<file path="config.mk">
export PLATFORM = sky130hd
export DESIGN_NAME = dot_product_engine
export DESIGN_NICKNAME = d
export VERILOG_FILES = /design/src/rtl/dp_pkg.sv /design/src/rtl/dp_adder_tree.sv /design/src/rtl/dot_product_engine.sv
export SDC_FILE = /design/constraint.sdc
export NUM_CORES = 1
export LEC_CHECK = 0
export ABC_AREA = 1
export BUFFER_PORTS_ARGS = -buffer_cell sky130_fd_sc_hd__buf_4
export CAP_MARGIN = 0
export CORE_ASPECT_RATIO = 0.7
export CORE_MARGIN = 2
export CORE_UTILIZATION = 64
export DETAILED_ROUTE_END_ITERATION = 12
export PLACE_DENSITY = 0.93
export REMOVE_ABC_BUFFERS = 1
export SETUP_SLACK_MARGIN = 0.15
export SYNTH_ARGS = -nofsm -noshare
export SYNTH_HDL_FRONTEND = slang
export SYNTH_HIERARCHICAL = 1
export SYNTH_SLANG_ARGS = --single-unit
</file>
<file path="constraint.sdc">
create_clock -name clk -period 6.3 [get_ports clk]
set_clock_uncertainty 0.05 [all_clocks]
set_input_delay 0.63 -clock clk [delete_from_list [all_inputs] [get_ports clk]]
set_output_delay 0.63 -clock clk [all_outputs]
set_load 0.01 [all_outputs]
</file>
<file path="src/rtl/dp_pkg.sv">
// Shared types and arithmetic helpers for the dot-product engine.
// Widths are derived from the operand width and lane count by constant functions.
package dp_pkg;

    localparam int DEFAULT_DATA_WIDTH = 8;
    localparam int CALC_WIDTH         = 64;

    typedef enum logic [1:0] {
        ST_IDLE  = 2'd0,
        ST_ACCUM = 2'd1,
        ST_DRAIN = 2'd2,
        ST_OUT   = 2'd3
    } dp_state_t;

    typedef struct packed {
        logic signed [CALC_WIDTH-1:0] value;
        logic                         ovf;
    } sat_add_t;

    function automatic int prod_width(input int data_width);
        return 2 * data_width;
    endfunction

    function automatic int sum_width(input int data_width, input int lanes);
        return 2 * data_width + $clog2(lanes);
    endfunction

    // Adds in a wide domain, flags overflow of an acc_width-bit signed result,
    // then either clamps or wraps back into that range.
    function automatic sat_add_t sat_add(input logic signed [CALC_WIDTH-1:0] acc,
                                         input logic signed [CALC_WIDTH-1:0] addend,
                                         input int acc_width,
                                         input logic sat);
        logic signed [CALC_WIDTH-1:0] sum;
        logic signed [CALC_WIDTH-1:0] max_v;
        logic signed [CALC_WIDTH-1:0] min_v;
        sat_add_t r;
        sum   = acc + addend;
        max_v = (64'sd1 <<< (acc_width - 1)) - 64'sd1;
        min_v = -(64'sd1 <<< (acc_width - 1));
        r.ovf = (sum > max_v) || (sum < min_v);
        if (r.ovf && sat)
            r.value = (sum > max_v) ? max_v : min_v;
        else
            r.value = (sum <<< (CALC_WIDTH - acc_width)) >>> (CALC_WIDTH - acc_width);
        return r;
    endfunction

endpackage

</file>
<file path="src/rtl/dp_adder_tree.sv">
// Signed reduction of LANES packed products into one registered sum.
// flush drops the in-flight value without touching the held sum.
module dp_adder_tree
    import dp_pkg::*;
#(
    parameter int DATA_WIDTH = DEFAULT_DATA_WIDTH,
    parameter int LANES      = 4
) (
    input  logic                                              clk,
    input  logic                                              rst,
    input  logic                                              flush,
    input  logic                                              in_valid,
    input  logic [LANES*prod_width(DATA_WIDTH)-1:0]           products,
    output logic                                              out_valid,
    output logic signed [sum_width(DATA_WIDTH, LANES)-1:0]    sum
);
    localparam int PW = prod_width(DATA_WIDTH);
    localparam int SW = sum_width(DATA_WIDTH, LANES);

    logic signed [SW-1:0] tree_sum;

    // NOTE: blocking assignments are correct inside always_comb; the running
    // sum is a chain of adders, not state, and the default first prevents a latch.
    always_comb begin
        tree_sum = '0;
        for (int i = 0; i < LANES; i++)
            tree_sum = tree_sum + SW'(signed'(products[i*PW +: PW]));
    end

    always_ff @(posedge clk) begin
        if (rst) begin
            out_valid <= 1'b0;
            sum       <= '0;
        end else begin
            out_valid <= in_valid && !flush;
            if (in_valid)
                sum <= tree_sum;
        end
    end

endmodule

</file>
<file path="src/rtl/dot_product_engine.sv">
// Streams cfg_beats beats of LANES signed products through a 3-stage pipeline
// (products, adder tree, accumulate) and hands one dot product to the consumer.
module dot_product_engine
    import dp_pkg::*;
#(
    parameter int DATA_WIDTH = DEFAULT_DATA_WIDTH,
    parameter int LANES      = 4,
    parameter int ACC_WIDTH  = 32,
    parameter int BEAT_WIDTH = 16
) (
    input  logic                        clk,
    input  logic                        rst,
    input  logic                        start,
    input  logic [BEAT_WIDTH-1:0]       cfg_beats,
    input  logic                        sat_en,
    input  logic                        abort,
    input  logic                        in_valid,
    output logic                        in_ready,
    input  logic [LANES*DATA_WIDTH-1:0] in_a,
    input  logic [LANES*DATA_WIDTH-1:0] in_b,
    output logic                        out_valid,
    input  logic                        out_ready,
    output logic [ACC_WIDTH-1:0]        out_result,
    output logic                        out_ovf,
    output logic                        busy
);
    localparam int PW = prod_width(DATA_WIDTH);
    localparam int SW = sum_width(DATA_WIDTH, LANES);

    dp_state_t                    state;
    logic [BEAT_WIDTH-1:0]        remaining;
    logic                         sat_q;
    logic                         ovf_q;
    logic signed [ACC_WIDTH-1:0]  acc;
    logic [LANES*PW-1:0]          lane_prod;
    logic [LANES*PW-1:0]          prod_q;
    logic                         s1_valid;
    logic                         s2_valid;
    logic                         beat_fire;
    logic signed [SW-1:0]         tree_sum;
    logic signed [CALC_WIDTH-1:0] acc_ext;
    logic signed [CALC_WIDTH-1:0] sum_ext;
    sat_add_t                     add_r;
    logic                         unused_hi;

    assign in_ready   = (state == ST_ACCUM) && (remaining != '0);
    assign beat_fire  = in_valid && in_ready;
    assign out_valid  = (state == ST_OUT);
    assign busy       = (state != ST_IDLE);
    assign out_result = acc;
    assign out_ovf    = ovf_q;

    always_comb begin
        lane_prod = '0;
        for (int i = 0; i < LANES; i++)
            lane_prod[i*PW +: PW] = PW'(signed'(in_a[i*DATA_WIDTH +: DATA_WIDTH]))
                                  * PW'(signed'(in_b[i*DATA_WIDTH +: DATA_WIDTH]));
    end

    // NOTE: every register here uses <= so all stages sample the pre-edge
    // values of their neighbours; blocking would collapse the pipeline.
    always_ff @(posedge clk) begin
        if (rst) begin
            s1_valid <= 1'b0;
            prod_q   <= '0;
        end else begin
            s1_valid <= beat_fire && !abort;
            if (beat_fire)
                prod_q <= lane_prod;
        end
    end

    dp_adder_tree #(
        .DATA_WIDTH (DATA_WIDTH),
        .LANES      (LANES)
    ) u_adder_tree (
        .clk       (clk),
        .rst       (rst),
        .flush     (abort),
        .in_valid  (s1_valid),
        .products  (prod_q),
        .out_valid (s2_valid),
        .sum       (tree_sum)
    );

    // Accumulation is done in a wide domain so sums wider than the
    // accumulator still overflow, clamp and wrap correctly.
    always_comb begin
        acc_ext = {{(CALC_WIDTH-ACC_WIDTH){acc[ACC_WIDTH-1]}}, acc};
        sum_ext = {{(CALC_WIDTH-SW){tree_sum[SW-1]}}, tree_sum};
        add_r   = sat_add(acc_ext, sum_ext, ACC_WIDTH, sat_q);
    end

    assign unused_hi = ^add_r.value[CALC_WIDTH-1:ACC_WIDTH];

    always_ff @(posedge clk) begin
        if (rst) begin
            state     <= ST_IDLE;
            remaining <= '0;
            sat_q     <= 1'b0;
            acc       <= '0;
            ovf_q     <= 1'b0;
        end else if (abort) begin
            state     <= ST_IDLE;
            remaining <= '0;
        end else begin
            if (s2_valid) begin
                acc   <= add_r.value[ACC_WIDTH-1:0];
                ovf_q <= ovf_q | add_r.ovf;
            end
            case (state)
                ST_IDLE: begin
                    if (start) begin
                        remaining <= cfg_beats;
                        sat_q     <= sat_en;
                        acc       <= '0;
                        ovf_q     <= 1'b0;
                        state     <= (cfg_beats == '0) ? ST_OUT : ST_ACCUM;
                    end
                end
                ST_ACCUM: begin
                    if (beat_fire) begin
                        remaining <= remaining - BEAT_WIDTH'(1);
                        if (remaining == BEAT_WIDTH'(1))
                            state <= ST_DRAIN;
                    end
                end
                ST_DRAIN: begin
                    if (!s1_valid && !s2_valid)
                        state <= ST_OUT;
                end
                ST_OUT: begin
                    if (out_ready)
                        state <= ST_IDLE;
                end
                default: state <= ST_IDLE;
            endcase
        end
    end

endmodule

</file>
==> results.yml <==
status:
  run_status: "complete, no violations"
place:
  port-buffer-count: 122
  placement.setup.worst_slack_ps: 1037
  final_weighted_congestion_in_routability_driven_placement: 0.9585
  final_hpwl_dp_um: 37940
clock_network:
  cts_resized: 0
  cts.root.buffer_cell: "sky130_fd_sc_hd__clkbuf_16"
  depth_of_the_cts_h_tree: 4
  later_pin_clock_latency_in_the_skew_report_ps: 440
  post-cts-setup-buffer-count: 0
  cts_hold_buffers: 0
  clock_sink_count: 136
  tritoncts: "yes"
  numCtsBuffers: 17
  max-clock-path-buffers: 2
  clk_pin_slew_worst_paths_ps: 60
final_layout:
  multiInputGateArea_sq_mm: 0.01422
  antenna_cells_inserted: 0
  net_total_in_the_final_layout: 3328
  layout.cells.most_common: "sky130_fd_sc_hd__nand2_1"
  most-common-layout-cells: "sky130_fd_sc_hd__nand2_1, sky130_fd_sc_hd__inv_1, sky130_fd_sc_hd__fa_1"
  total_of_fill_cells_in_the_finished_design: 2407
  drive_gt1_frac: 0.09155
  sequential_cell_area_sq_mm: 0.002724
  area_delta_synth_final_pct: 7.883
detailed_routing:
  postRouteWirelength_um: 47830
  length_of_the_first_detailed_routing_pass_in_iterations: 6
  ant_nets: 0
  post_drt_wl_per_cell_um: 14.76
  route.vias.total: 17510
  remaining_drcs: 0
  drt-vias-per-instance: 5.403
  drt_iter0_drc: 1534
logic_synthesis:
  yosys.cell_types.count: 47
  synth_sequential_area_ratio: 0.1371
  synth.top_cell.area_share: 0.2561
  async_flop_share: 0
  synthCells: 2783
  synth-edff-count: 0
  ys_seq_elements: 136
  synth.area.top_cells: "sky130_fd_sc_hd__fa_1, sky130_fd_sc_hd__dfxtp_1, sky130_fd_sc_hd__nand2_1, sky130_fd_sc_hd__inv_1, sky130_fd_sc_hd__ha_1"
  synth_top_cell_by_area: "sky130_fd_sc_hd__fa_1"
  post_synth.cell_area_avg_sq_um: 7.134
  synth-warning-count: 6
  ys.flop_type: "sky130_fd_sc_hd__dfxtp_1"
  syn_area_sq_mm: 0.01986
grt:
  grt_pass1_vias: 17680
  globalRouteOverflowTotal: 0
  grt_start_max_net_pins: 66
  wire_length_of_the_first_global_routing_pass_um: 82330
  antenna_found_initial: 0
  grtUsageTotal: 0.3096
timing:
  setup_violations: 0
  setup_tns_ps: 0
  timing.hold.ws_ps: 373.1
  crit_path_setup_slack_layout_ps: 1348
  timing.final.hold_violations: 0
  report.final.slew_viol_count: 0
  worst-slew-pin-transition_ps: 1198
  worst_slew_margin_rel: 0.1991
  final_min_period_over_clock_period: 0.7861
  unrepaired_setup_endpoints_after_global_routing: "no"
  timing.final.crit_period_ps: 4952
  max_freq_mhz: 201.9
power:
  sw_frac_of_total: 0.4668
  share_seq_of_total_power: 0.167
  power.share.combinational: 0.652
  power_density_mw_per_mm2: 255.2
  max-vdd-ir-drop_v: 0.0002187
  power.net_switching_mw: 2.552
  cellLeakagePower_nw: 11.78
  clock_power_share: 0.180
  p_int_mw: 2.915
floorplanning:
  core_sq_mm: 0.03031
  floorplan.die.width_um: 214.5
  placement_rows: 53
  chipHeight_um: 151.4
  dieArea_sq_mm: 0.03247
  start_util: 0.6552
  io_pins: 123
worst_setup_path:
  crit_path_cell_trace: "buf_4 > inv_1 > or2_2 > fa_1 > fa_1 > inv_1 > fa_1 > inv_1 > fa_1 > inv_1 > ha_1 > nand2_1 > o21ai_0 > nand2_1 > nand2_1 > a21oi_1 > o21ai_0 > a21oi_1 > o21ai_0 > xnor2_1 > nand2_1 > nand2_1 > inv_1"
  path_delay_family: "adder cells"
  critical_path_buf_inv_count: 6
  path_max_fanout: 8
  endpoint_kind: "flip-flop"
  crit_path_start_kind: "primary input"
  timing.critical_path.required_ps: 6590
  crit_path_max_incr_delay_ps: 490
  critical_path.slowest_cell: "sky130_fd_sc_hd__fa_1"
  cp.arrival_ps: 5240
  setup.worst_path.class: "primary input to flip-flop"
min_path:
  hold_path_class: "primary input to flip-flop"
job:
  number_of_violations_of_the_max_capacitance_limit: 0
## metrics by stage
stage	util	power [mW]	instance area (sq um)	instances
6_report	0.7068	5.467	21420	3241
5_1_grt	0.7068	6.009	21420	3241
3_5_place_dp	0.6881	4.391	20850	3209
3_3_place_gp	0.6881	4.194	20850	3209
2_1_floorplan	-	3.600	19370	2669
4_1_cts	0.7068	5.446	21420	3241
## power groups by stage
stage / combinational (mW) / clock (mW) / sequential, mW
after floorplan: 2.67 / 0 / 0.927
after global placement: 3.26 / 0 / 0.931
after detailed placement: 3.46 / 0 / 0.933
after CTS: 3.54 / 0.988 / 0.915
after global routing: 4.06 / 1.03 / 0.918
final: 3.57 / 0.985 / 0.916
## routing by layer
metal,GRT usage,wire (um),vias up
met5,0,0,-
met4,0.09722,1326,0
li1,-,-,8386
met2,0.5203,22080,765
met3,0.05462,4079,145
met1,0.4119,20340,8214
## cell type report
type,count,area share
sequential,136,0.1272
timing repair buffer,128,0.04486
clock inverter,10,0.004381
inverter,649,0.1137
multi-input combinational,1884,0.6637
clock buffer,22,0.02214
tap,412,0.02407
## Yosys cell counts, types with 2 or more instances
cell and instances:
sky130_fd_sc_hd__o21ai_1 4, sky130_fd_sc_hd__and3_1 2, sky130_fd_sc_hd__o21bai_1 16, sky130_fd_sc_hd__nor2_2 3
sky130_fd_sc_hd__a21oi_2 20, sky130_fd_sc_hd__nand3_1 55, sky130_fd_sc_hd__inv_2 8, sky130_fd_sc_hd__fa_1 254
sky130_fd_sc_hd__nor3_1 16, sky130_fd_sc_hd__a31oi_1 9, sky130_fd_sc_hd__buf_6 3, sky130_fd_sc_hd__ha_1 171
sky130_fd_sc_hd__nor2_1 133, sky130_fd_sc_hd__or2_2 27, sky130_fd_sc_hd__nand2_2 29, sky130_fd_sc_hd__nand3_2 5
sky130_fd_sc_hd__clkbuf_1 93, sky130_fd_sc_hd__xnor2_1 46, sky130_fd_sc_hd__o211ai_1 5, sky130_fd_sc_hd__nand4_1 5
sky130_fd_sc_hd__xor2_1 49, sky130_fd_sc_hd__nor3_2 3, sky130_fd_sc_hd__a21oi_1 161, sky130_fd_sc_hd__o2111ai_1 4
sky130_fd_sc_hd__inv_1 640, sky130_fd_sc_hd__buf_2 13, sky130_fd_sc_hd__nor4_1 5, sky130_fd_sc_hd__a211oi_1 6
sky130_fd_sc_hd__a311oi_1 3, sky130_fd_sc_hd__o21ai_0 109, sky130_fd_sc_hd__nand2_1 716, sky130_fd_sc_hd__buf_1 3
sky130_fd_sc_hd__a21o_1 4, sky130_fd_sc_hd__o21a_1 9, sky130_fd_sc_hd__dfxtp_1 136, sky130_fd_sc_hd__nand3b_1 7
## cells by family after synthesis
group / share of synthesized area
AO/OA/AOI/OAI: 0.09963
XOR/XNOR: 0.04191
adder cells (fa/ha/maj): 0.3639
buffers and inverters: 0.1469
flip-flops: 0.1371
AND/OR/NAND/NOR: 0.2106
## registers in the layout, summed over array words and instances, names as in the netlist
signal,flops
sat_q,1
remaining,16
state,2
s1_valid,1
prod_q,64
out_ovf,1
u_adder_tree/out_valid,1
u_adder_tree/sum,18
out_result,32
## worst min-delay path: cells and delay by family
family / cells / cell delay [ps]
AND/OR/NAND/NOR: 2 / 120
buffers and inverters: 1 / 80
## path summary, 6_finish.rpt
check | start | endpoint | slack, ps | cells past startpoint
hold reg to reg | prod_q[50] | prod_q[50] | 420 | 2
hold / removal | sat_en | sat_q | 370 | 3
setup reg to reg | u_adder_tree/sum[17] | out_result[0] | 2190 | 15
setup / recovery | in_b[23] | prod_q[46] | 1350 | 23
(Power assumes the default switching activity.)
